### config.mk
export PLATFORM = sky130hd
export DESIGN_NAME = snitch_fpu_issue
export DESIGN_NICKNAME = d
export VERILOG_FILES = /design/src/rtl/snitch_fpu_issue.sv
export SDC_FILE = /design/constraint.sdc
export NUM_CORES = 1
export LEC_CHECK = 0
export BUFFER_PORTS_ARGS = -buffer_cell sky130_fd_sc_hd__buf_4
export CORE_AREA = 2 2 265 267
export CTS_BUF_LIST = sky130_fd_sc_hd__clkbuf_16
export DETAILED_ROUTE_END_ITERATION = 12
export DIE_AREA = 0 0 267 269
export PLACE_DENSITY = 0.31
export SYNTH_ARGS = -nofsm -noshare
export SYNTH_HDL_FRONTEND = slang
export SYNTH_SLANG_ARGS = --single-unit
### constraint.sdc
create_clock -name clk_i -period 4.1 [get_ports clk_i]
set_clock_uncertainty 0.1 [all_clocks]
set_input_delay 0.82 -clock clk_i [delete_from_list [all_inputs] [get_ports clk_i]]
set_output_delay 0.82 -clock clk_i [all_outputs]
set_load 0.05 [all_outputs]
### src/rtl/snitch_fpu_issue.sv
// FPU issue stage: RAW/WAW scoreboard, outstanding-op limit, tagged response steering
// to the FP register file or the integer core, and sticky fflags accumulation.
module snitch_fpu_issue #(
    parameter int unsigned FLEN           = 64,
    parameter int unsigned MaxOutstanding = 8
) (
    input  logic                clk_i,
    input  logic                rst_ni,
    // Core request
    input  logic                req_valid_i,
    output logic                req_ready_o,
    input  logic [3*FLEN-1:0]   req_operands_i,
    input  logic [14:0]         req_rs_i,
    input  logic [2:0]          req_rs_used_i,
    input  logic [4:0]          req_rd_i,
    input  logic                req_rd_is_int_i,
    input  logic [2:0]          req_rnd_mode_i,
    input  logic [3:0]          req_op_i,
    input  logic                req_op_mod_i,
    input  logic [2:0]          req_src_fmt_i,
    input  logic [2:0]          req_dst_fmt_i,
    input  logic [1:0]          req_int_fmt_i,
    input  logic                req_vectorial_op_i,
    // FPU request
    output logic [3*FLEN-1:0]   fpu_operands_o,
    output logic [2:0]          fpu_rnd_mode_o,
    output logic [3:0]          fpu_op_o,
    output logic                fpu_op_mod_o,
    output logic [2:0]          fpu_src_fmt_o,
    output logic [2:0]          fpu_dst_fmt_o,
    output logic [1:0]          fpu_int_fmt_o,
    output logic                fpu_vectorial_op_o,
    output logic [5:0]          fpu_tag_o,
    output logic                fpu_in_valid_o,
    input  logic                fpu_in_ready_i,
    // FPU response
    input  logic [FLEN-1:0]     fpu_result_i,
    input  logic [4:0]          fpu_status_i,
    input  logic [5:0]          fpu_tag_i,
    input  logic                fpu_out_valid_i,
    output logic                fpu_out_ready_o,
    // FP register-file write port
    output logic                fpr_we_o,
    output logic [4:0]          fpr_waddr_o,
    output logic [FLEN-1:0]     fpr_wdata_o,
    // Integer response
    output logic                int_rsp_valid_o,
    input  logic                int_rsp_ready_i,
    output logic [FLEN-1:0]     int_rsp_data_o,
    output logic [4:0]          int_rsp_rd_o,
    // Status
    output logic [4:0]          fflags_o,
    input  logic                fflags_clr_i,
    output logic                busy_o
);

    localparam int unsigned CntW = $clog2(MaxOutstanding + 1);

    logic [31:0]     r_sb;
    logic [CntW-1:0] r_cnt;
    logic [4:0]      r_fflags;

    logic [2:0]  w_src_pending;
    logic        w_raw;
    logic        w_waw;
    logic        w_full;
    logic        w_stall;
    logic        w_issue;
    logic        w_rsp_int;
    logic        w_rsp_hs;
    logic [31:0] w_sb_set;
    logic [31:0] w_sb_clr;

    // Hazard detection against registered scoreboard state only
    assign w_src_pending = {r_sb[req_rs_i[14:10]], r_sb[req_rs_i[9:5]], r_sb[req_rs_i[4:0]]};
    assign w_raw   = |(req_rs_used_i & w_src_pending);
    assign w_waw   = !req_rd_is_int_i && r_sb[req_rd_i];
    assign w_full  = (r_cnt == CntW'(MaxOutstanding));
    assign w_stall = w_raw || w_waw || w_full;

    assign fpu_in_valid_o = req_valid_i && !w_stall;
    assign req_ready_o    = fpu_in_ready_i && !w_stall;
    assign w_issue        = fpu_in_valid_o && fpu_in_ready_i;

    assign fpu_operands_o     = req_operands_i;
    assign fpu_rnd_mode_o     = req_rnd_mode_i;
    assign fpu_op_o           = req_op_i;
    assign fpu_op_mod_o       = req_op_mod_i;
    assign fpu_src_fmt_o      = req_src_fmt_i;
    assign fpu_dst_fmt_o      = req_dst_fmt_i;
    assign fpu_int_fmt_o      = req_int_fmt_i;
    assign fpu_vectorial_op_o = req_vectorial_op_i;
    assign fpu_tag_o          = {req_rd_is_int_i, req_rd_i};

    // Tag bit 5 selects the integer path; the FP write port never backpressures
    assign w_rsp_int       = fpu_tag_i[5];
    assign fpu_out_ready_o = w_rsp_int ? int_rsp_ready_i : 1'b1;
    assign w_rsp_hs        = fpu_out_valid_i && fpu_out_ready_o;

    assign fpr_we_o        = fpu_out_valid_i && !w_rsp_int;
    assign fpr_waddr_o     = fpu_tag_i[4:0];
    assign fpr_wdata_o     = fpu_result_i;
    assign int_rsp_valid_o = fpu_out_valid_i && w_rsp_int;
    assign int_rsp_data_o  = fpu_result_i;
    assign int_rsp_rd_o    = fpu_tag_i[4:0];

    assign w_sb_set = (w_issue && !req_rd_is_int_i) ? (32'd1 << req_rd_i) : 32'd0;
    assign w_sb_clr = (w_rsp_hs && !w_rsp_int) ? (32'd1 << fpu_tag_i[4:0]) : 32'd0;

    assign fflags_o = r_fflags;
    assign busy_o   = (r_cnt != '0);

    always_ff @(posedge clk_i or negedge rst_ni) begin
        if (!rst_ni) begin
            r_sb     <= '0;
            r_cnt    <= '0;
            r_fflags <= '0;
        end else begin
            r_sb <= (r_sb & ~w_sb_clr) | w_sb_set;
            if (w_issue && !w_rsp_hs) begin
                r_cnt <= r_cnt + CntW'(1);
            end else if (!w_issue && w_rsp_hs) begin
                r_cnt <= r_cnt - CntW'(1);
            end
            // Clear takes effect before the new flags are merged in
            if (fflags_clr_i) begin
                r_fflags <= w_rsp_hs ? fpu_status_i : 5'd0;
            end else if (w_rsp_hs) begin
                r_fflags <= r_fflags | fpu_status_i;
            end
        end
    end

    a_rsp_pending: assert property (@(posedge clk_i) disable iff (!rst_ni)
        (fpu_out_valid_i && !fpu_tag_i[5]) |-> r_sb[fpu_tag_i[4:0]]);

endmodule

Word level (Yosys, flattened, before mapping)
Index checks and enable logic that the tools add are counted.
W data, S select, Z words.
Storage, ports and cells
  bits in registers: 41
  bits of input ports: 315
  logic and storage cells: 55
  output and inout port bits: 364
Operators by class
  multiplexer cells: 16
  reduce and logical (&&, ||, !) cells: 22
  shift-type cells: 2
  $add $sub $neg: 2
  bitwise logic cells: 5
  equality and inequality tests: 1
  magnitude comparators: 4
Operator list (count)
  $mux W32: 2
  $shl A1 B5 Y32 const A: 2
  $and A32 B32 Y32: 1
  $not A32 Y32: 1
  $or A32 B32 Y32: 1
  $lt A5 B6 Y1 const B: 4
  $bmux W1 S5: 4
  $mux W5: 3
  $logic_and A1 B1 Y1: 11
  $mux W4: 2
  $logic_not A1 Y1: 5
  $mux W1: 5
  $or A5 B5 Y5: 1
  $add A4 B1 Y4 const B: 1
  $eq A4 B4 Y1 const B: 1
  $reduce_bool A2 Y1: 2
  $reduce_bool A4 Y1: 1
  $sub A4 B1 Y4 const B: 1
  $and A3 B3 Y3: 1
  $reduce_or A3 Y1: 1
  $logic_or A1 B1 Y1: 2

Longest topological paths before layout
Gate-level depths: netlist of the first run.
  depth after elaboration: 13
  mapped depth: 18
  gate-level depth less buffers: 15

Worst setup path before layout of the first run
No wires, ideal clock.
  path kind: input-to-output
  from: input port req_rs_i[1]
  to: output port fpu_in_valid_o
  setup slack: -266 ps
  buffers on the path: 2
  cell stages on the path: 8
  data required time: 3180 ps
  arrival time: 3446 ps
  cells stage by stage: clkbuf_1 > mux4_2 > mux2i_1 > o21ai_0 > a21oi_1 > o22ai_4 > buf_6 > nor3_1
Between the ends
  cells in the longest elaborated chain, start to end: 8
Ends and longest elaborated chain
  from (decl): line 13  | input logic [14:0] req_rs_i,
  $bmux W1 S5: line 75  | assign w_src_pending = {r_sb[req_rs_i[14:10]], r_sb[req_rs_i[9:5]], r_sb[req_rs_i[4:0]]};
  $mux W1 (implied by the code): line 75
  $and A3 B3 Y3: line 76  | assign w_raw = |(req_rs_used_i & w_src_pending);
  $reduce_or A3 Y1: line 76
  $logic_or A1 B1 Y1 (2 in series): line 79  | assign w_stall = w_raw || w_waw || w_full;
  $logic_not A1 Y1: line 81  | assign fpu_in_valid_o = req_valid_i && !w_stall;
  $logic_and A1 B1 Y1: line 81
  to (decl): line 34  | output logic fpu_in_valid_o,
Every way passes these cells. The select of a mux whose other input is x is not followed.

Final worst setup path of the first run
  from: input port req_rs_i[7]
  to: output port fpu_in_valid_o
Same word-level chain as after synthesis.

==> results of run 1 <==
[state kept, by name (all words and copies together), names as in the netlist]
signal / count
fflags_o: 5
r_cnt: 4
r_sb: 32
[worst register-to-register path, cell delays in order (launching register included)]
cell      delay [ns]
dfrtp_1         0.51
mux2_1          0.34
or3_1           0.31
nand4_1         0.10
nor4b_1         0.06
a311oi_1        0.30
nand3_2         0.13
nor3_1          0.22
ha_1            0.23
inv_1           0.09
ha_1            0.27
a21o_1          0.18
a21oi_1         0.17
xnor2_1         0.13
nor2_1          0.06
xor2_1          0.14
[through the flow]
step                setup TNS (ns)  total power, mW  hold slack (ns)  std cells
floorplan                  -0.5319            1.851           0.3553        660
global placement                 0            1.192           0.4156       1300
detailed placement               0            1.178           0.4122       1300
CTS                              0            1.729           0.4268       1308
global route                     0            1.800           0.4433       1308
finish                           0            1.699           0.4023       1310
[cell usage in the layout (no fill, tap or decap), types with 9 or more instances in the layout]
master / count
nor2b_1: 9
o21ai_0: 39
inv_1: 15
o41ai_1: 25
nand3_1: 10
dfrtp_1: 41
buf_4: 72
mux2i_1: 22
nand2_1: 26
mux4_2: 23
[synthesized netlist by cell type, drive strengths merged (3+ instances only)]
master  instances
nor2            7
nand3b          3
a21oi           5
nor2b           9
inv            15
nand4           3
or2             4
nand2b          4
buf           367
nor3            5
mux4           23
nand2          26
a211oi          4
dfrtp          41
nand3          11
ha              3
mux2i          22
mux2            5
or3             4
xnor2           3
clkbuf          5
o41ai          32
o21ai          39
[where the power goes]
group          switching, mW  internal, mW
Combinational          0.329         0.239
Sequential             0.125         0.469
Clock                  0.185         0.352
Total                  0.639          1.06
[worst max-delay path by stage]
stage                 start             end  slack, ns  depth (start not counted)
6_report        req_rs_i[7]  fpu_in_valid_o       0.21                         10
4_1_cts         req_rs_i[7]  fpu_in_valid_o       0.19                         10
3_5_place_dp   req_rs_i[10]        r_cnt[3]       0.07                         16
2_1_floorplan   req_rs_i[1]  fpu_in_valid_o      -0.27                          8
3_3_place_gp   req_rs_i[10]        r_cnt[3]       0.05                         16
5_1_grt         req_rs_i[7]  fpu_in_valid_o       0.02                         10
[cell families after synthesis]
group	Yosys count
AND/OR/NAND/NOR	81
adder cells (fa/ha/maj)	4
flip-flops	41
multiplexers	50
XOR/XNOR	4
buffers and inverters	387
AO/OA/AOI/OAI	93
[metal layers]
| layer | GRT usage | vias up | routed length, um |
|---|---|---|---|
| met2 | 0.08094 | 341 | 9146 |
| met4 | 0.03857 | 6 | 1250 |
| li1 | - | 1339 | - |
| met3 | 0.03963 | 116 | 3603 |
| met5 | 0 | - | 37 |
| met1 | 0.05587 | 1595 | 6992 |
[cell type report]
cell class | count | share of cell area
Clock buffer | 5 | 0.02483
Multi-Input combinational cell | 232 | 0.4050
Clock inverter | 3 | 0.01366
Timing Repair Buffer | 72 | 0.1073
Inverter | 15 | 0.01117
Antenna cell | 2 | 0.0009933
Tap cell | 940 | 0.2334
Sequential cell | 41 | 0.2036
==> results.json, run 1 <==
{
  "synth-seq-area-share": 0.1736,
  "cp_common_cell": "buf_4",
  "setup_violations": 0,
  "drive_above_1_share": 0.3397,
  "gp_congestion": 0.7319,
  "port_buffers": 68,
  "grt_pass1_vias": 3489,
  "synth_nets": 979,
  "setup_slack_ns": 0.2134,
  "dp_hpwl_um": 16530,
  "syn_to_final_growth_pct": -14.75,
  "r2r_slack_ns": 0.66,
  "worst_pin_slew_ns": 0.6080,
  "io-pin-count": 679,
  "cp.buffers_inverters": 3,
  "crit_family": "simple AND/OR/NAND/NOR gates",
  "yosysUniqueCellTypes": 47,
  "final_cell_area_um2": 5039,
  "nets": 686,
  "rr_worst_depth": 15,
  "dieWidth_um": 267,
  "synth_top_family_by_area": "buffers and inverters",
  "fp.dieH_um": 269,
  "vias_per_cell": 2.593,
  "status": "finished, final reports clean",
  "clockBufferDepth": 2,
  "regArea_um2": 1026,
  "grt_start_max_net_pins": 42,
  "synth_ff_type": "dfrtp_1",
  "ir_drop_mv": 0.1991,
  "rsz0062_at_grt": "no",
  "fillers": 8074,
  "cp_max_fo": 34,
  "crit_path_end_kind": "primary output",
  "required_ns": 3.18,
  "yosys_warnings": 0,
  "synth-edff-count": 0,
  "drv_cap": 0,
  "maxSlewHeadroom": 0.5938,
  "vias": 3397,
  "cts_buffers": 5,
  "synth_fa_ha_area_frac": 0.009738,
  "final_core_util": 0.07271,
  "cts.root.buffer_cell": "clkbuf_16",
  "pwr_density_cell_nw_per_um2": 337.2,
  "ys_ff_latch": 41,
  "core_area_um2": 69300,
  "place_area_um2": 4840,
  "grt_pass1_wl_um": 27970,
  "synth_xor_area_frac": 0.005927,
  "yosysTopAreaCell": "buf_4",
  "dieArea_um2": 71820,
  "synth-simple-area-share": 0.07113,
  "async_reset_ff_frac": 1.000,
  "worstPathArrival_ns": 2.97,
  "p_leak_nw": 1.707,
  "cts_resized": 0,
  "routed_wl_um": 21030,
  "dr.pass1.iters": 4,
  "drcViolationCount": 0,
  "cts.sinks": 41,
  "slowest_stage": "mux2_1",
  "synthCells": 660,
  "synth_top_area_frac": 0.4483,
  "r2r_end": "r_cnt[3]",
  "synth_compound_area_frac": 0.1240,
  "cts.clk_slew.worst_paths_ns": 0.07,
  "ctsHtreeMaxLevel": 2,
  "start_util": 0.08529,
  "multiInputGateArea_um2": 2041,
  "cp-start-kind": "primary input",
  "track_usage": 0.05552,
  "muxShareOfSynthArea": 0.1344,
  "rows": 97,
  "cts_tree": "done",
  "dp_slack_ns": 0.07042,
  "finalCritPeriodShare": 0.9479,
  "post-cts-setup-buffers": 0,
  "drt_iter0_drc": 193,
  "rr_startpoint": "r_sb[2]",
  "fmax_mhz": 257.3,
  "hp-class": "primary input to asynchronous set/reset pin",
  "hold_viol": 0,
  "fin_crit_ns": 3.887,
  "grt-ovfl-total": 0,
  "synth.avg_cell_area_um2": 8.956,
  "slowest_delay_ns": 0.34,
  "clkLatencyLatePin_ns": 0.30,
  "ys_top_cells_by_area": "buf_4, dfrtp_1, mux4_2",
  "path_class": "primary input to primary output",
  "cts_hold_buf": 0,
  "slew_violations": 0,
  "antenna_found_initial": 3,
  "wl_per_cell_um": 16.05,
  "syn-cell-area_um2": 5911,
  "detail-route-antenna-nets": 0,
  "path_cells": "buf_4 -> mux2_1 -> or3_1 -> nand4_1 -> nor4b_1 -> a311oi_1 -> nand3_2 -> buf_4 -> nor3_1 -> buf_4"
}
(Power assumes the default switching activity.)
==> inputs of run 2 (changes only) <==
Settings changed: PLACE_DENSITY 0.31 to 0.32.
Clock period 4.1 ns to 3.4 ns, I/O delays scaled along.
==> run 2 against run 1 <==
Compared with the run above:
- worst hold slack lost 0.14 ns
- setup slack lost 0.18 ns
- sequential power grew 23%
- clock power grew 21%
==> results.json, run 2 (synthesized netlist as in run 1, its figures left out) <==
{
  "fillers": 8061,
  "top_usage_layer": "met2",
  "drv_cap": 0,
  "required_ns": 2.62,
  "antenna_found_initial": 3,
  "fmax_mhz": 297.2,
  "grt_use_met2": 0.08383,
  "rsz0062_at_grt": "yes",
  "dieArea_um2": 71820,
  "detail-route-antenna-nets": 0,
  "grt_use_met3": 0.03644,
  "io-pin-count": 679,
  "cts.clk_slew.worst_paths_ns": 0.07,
  "regMostFlops": "r_sb",
  "cp_max_fo": 5,
  "vias": 3585,
  "path_class": "primary input to primary output",
  "start_util": 0.08529,
  "p_leak_nw": 1.848,
  "final_core_util": 0.07811,
  "grt-ovfl-total": 0,
  "mostFrequentLayoutCell": "buf_4",
  "grt_pass1_wl_um": 29600,
  "hold_viol": 0,
  "cts.sinks": 41,
  "fin_crit_ns": 3.365,
  "dp_slack_ns": -0.2648,
  "slew_violations": 0,
  "maxSlewHeadroom": 0.5813,
  "multiInputGateArea_um2": 2130,
  "worstPathArrival_ns": 2.58,
  "grt_start_max_net_pins": 42,
  "syn_to_final_growth_pct": -8.425,
  "cts_tree": "done",
  "regArea_um2": 1044,
  "port_buffers": 68,
  "fp.dieH_um": 269,
  "cp-start-kind": "primary input",
  "vias_per_cell": 2.687,
  "rows": 97,
  "wl_per_cell_um": 16.37,
  "gp_congestion": 0.7496,
  "grtUsageMet1": 0.06349,
  "nets": 711,
  "final_cell_mix": "buf_4, o21ai_0, dfrtp_1, nand2_1, o41ai_1",
  "dieWidth_um": 267,
  "ctsHtreeMaxLevel": 2,
  "track_usage": 0.05866,
  "crit_path_end_kind": "primary output",
  "cts_buffers": 5,
  "clkLatencyLatePin_ns": 0.29,
  "status": "finished, final reports clean",
  "slowest_stage": "mux4_2",
  "worst_pin_slew_ns": 0.6281,
  "total_power_mw": 2.172,
  "pwr_density_cell_nw_per_um2": 401.4,
  "finalCritPeriodShare": 0.9897,
  "path_cells": "buf_8 -> mux4_2 -> mux2_4 -> o311ai_4 -> o22ai_4 -> buf_12 -> nor3_4 -> buf_6",
  "setup_violations": 0,
  "cts.root.buffer_cell": "clkbuf_16",
  "drcViolationCount": 0,
  "grt_pass1_vias": 3853,
  "routed_wl_um": 21830,
  "cts_hold_buf": 0,
  "drive_above_1_share": 0.4504,
  "slowest_delay_ns": 0.49,
  "crit_family": "multiplexers",
  "largest_reg_flops": 32,
  "cp.buffers_inverters": 3,
  "core_area_um2": 69300,
  "hp-class": "primary input to asynchronous set/reset pin",
  "drt_iter0_drc": 155,
  "dp_hpwl_um": 17320,
  "ir_drop_mv": 0.2618,
  "setup_slack_ns": 0.03514,
  "clockBufferDepth": 2,
  "dr.pass1.iters": 4
}
==> run 2: cell types whose count changed in the layout (fill, tap and decap cells not counted), sizes merged <==
cell / delta
buf: +25
diode: -1
==> run 2: stage by stage <==
| stage | hold slack (ns) | instance area, um2 | setup TNS (ns) | cells |
|---|---|---|---|---|
| after floorplan | 0.2844 | 5978 | -0.4607 | 660 |
| after global placement | 0.3933 | 5062 | -1.241 | 1323 |
| after detailed placement | 0.3953 | 5062 | -1.066 | 1323 |
| after CTS | 0.2898 | 5334 | 0 | 1332 |
| after global routing | 0.3072 | 5410 | -0.06436 | 1333 |
| final | 0.2654 | 5413 | 0 | 1334 |
==> run 2: area by class of cell <==
class / count / area share
timing repair buffer: 97 / 0.1498
sequential: 41 / 0.1928
multi-input combinational: 232 / 0.3934
clock inverter: 3 / 0.01271
tap: 940 / 0.2173
antenna: 1 / 0.0004623
clock buffer: 5 / 0.02312
inverter: 15 / 0.01040
==> run 2: layer usage <==
layer  part of all wire  vias up
met3               0.14      136
met4              0.062        4
met1               0.37     1728
met2               0.43      331
li1                   -     1386
met5             0.0046        -
==> run 2: repair_timing <==
item                                    in CTS  in global routing
pin swaps                                    8                 13
resized for setup                           19                 21
setup buffers                                1                  1
endpoints found under the setup margin       2                  5
==> run 2: power by group <==
part | internal, mW | switching, mW | total, mW
registers | 0.570 | 0.159 | 0.729
clock network | 0.424 | 0.225 | 0.649
logic | 0.356 | 0.438 | 0.794
==> run 2: final timing paths <==
kind	startpoint	slack (ns)	depth (start not counted)	endpoint
setup / recovery	req_rs_i[0]	0.04	8	req_ready_o
hold / removal	rst_ni	0.27	1	fflags_o[0]
setup reg to reg	r_sb[7]	0.16	11	r_cnt[1]
hold reg to reg	r_cnt[3]	0.41	1	r_cnt[3]
max in group asynchronous	rst_ni	2.46	1	r_sb[2]
min in group clk_i	r_cnt[3]	0.41	1	r_cnt[3]
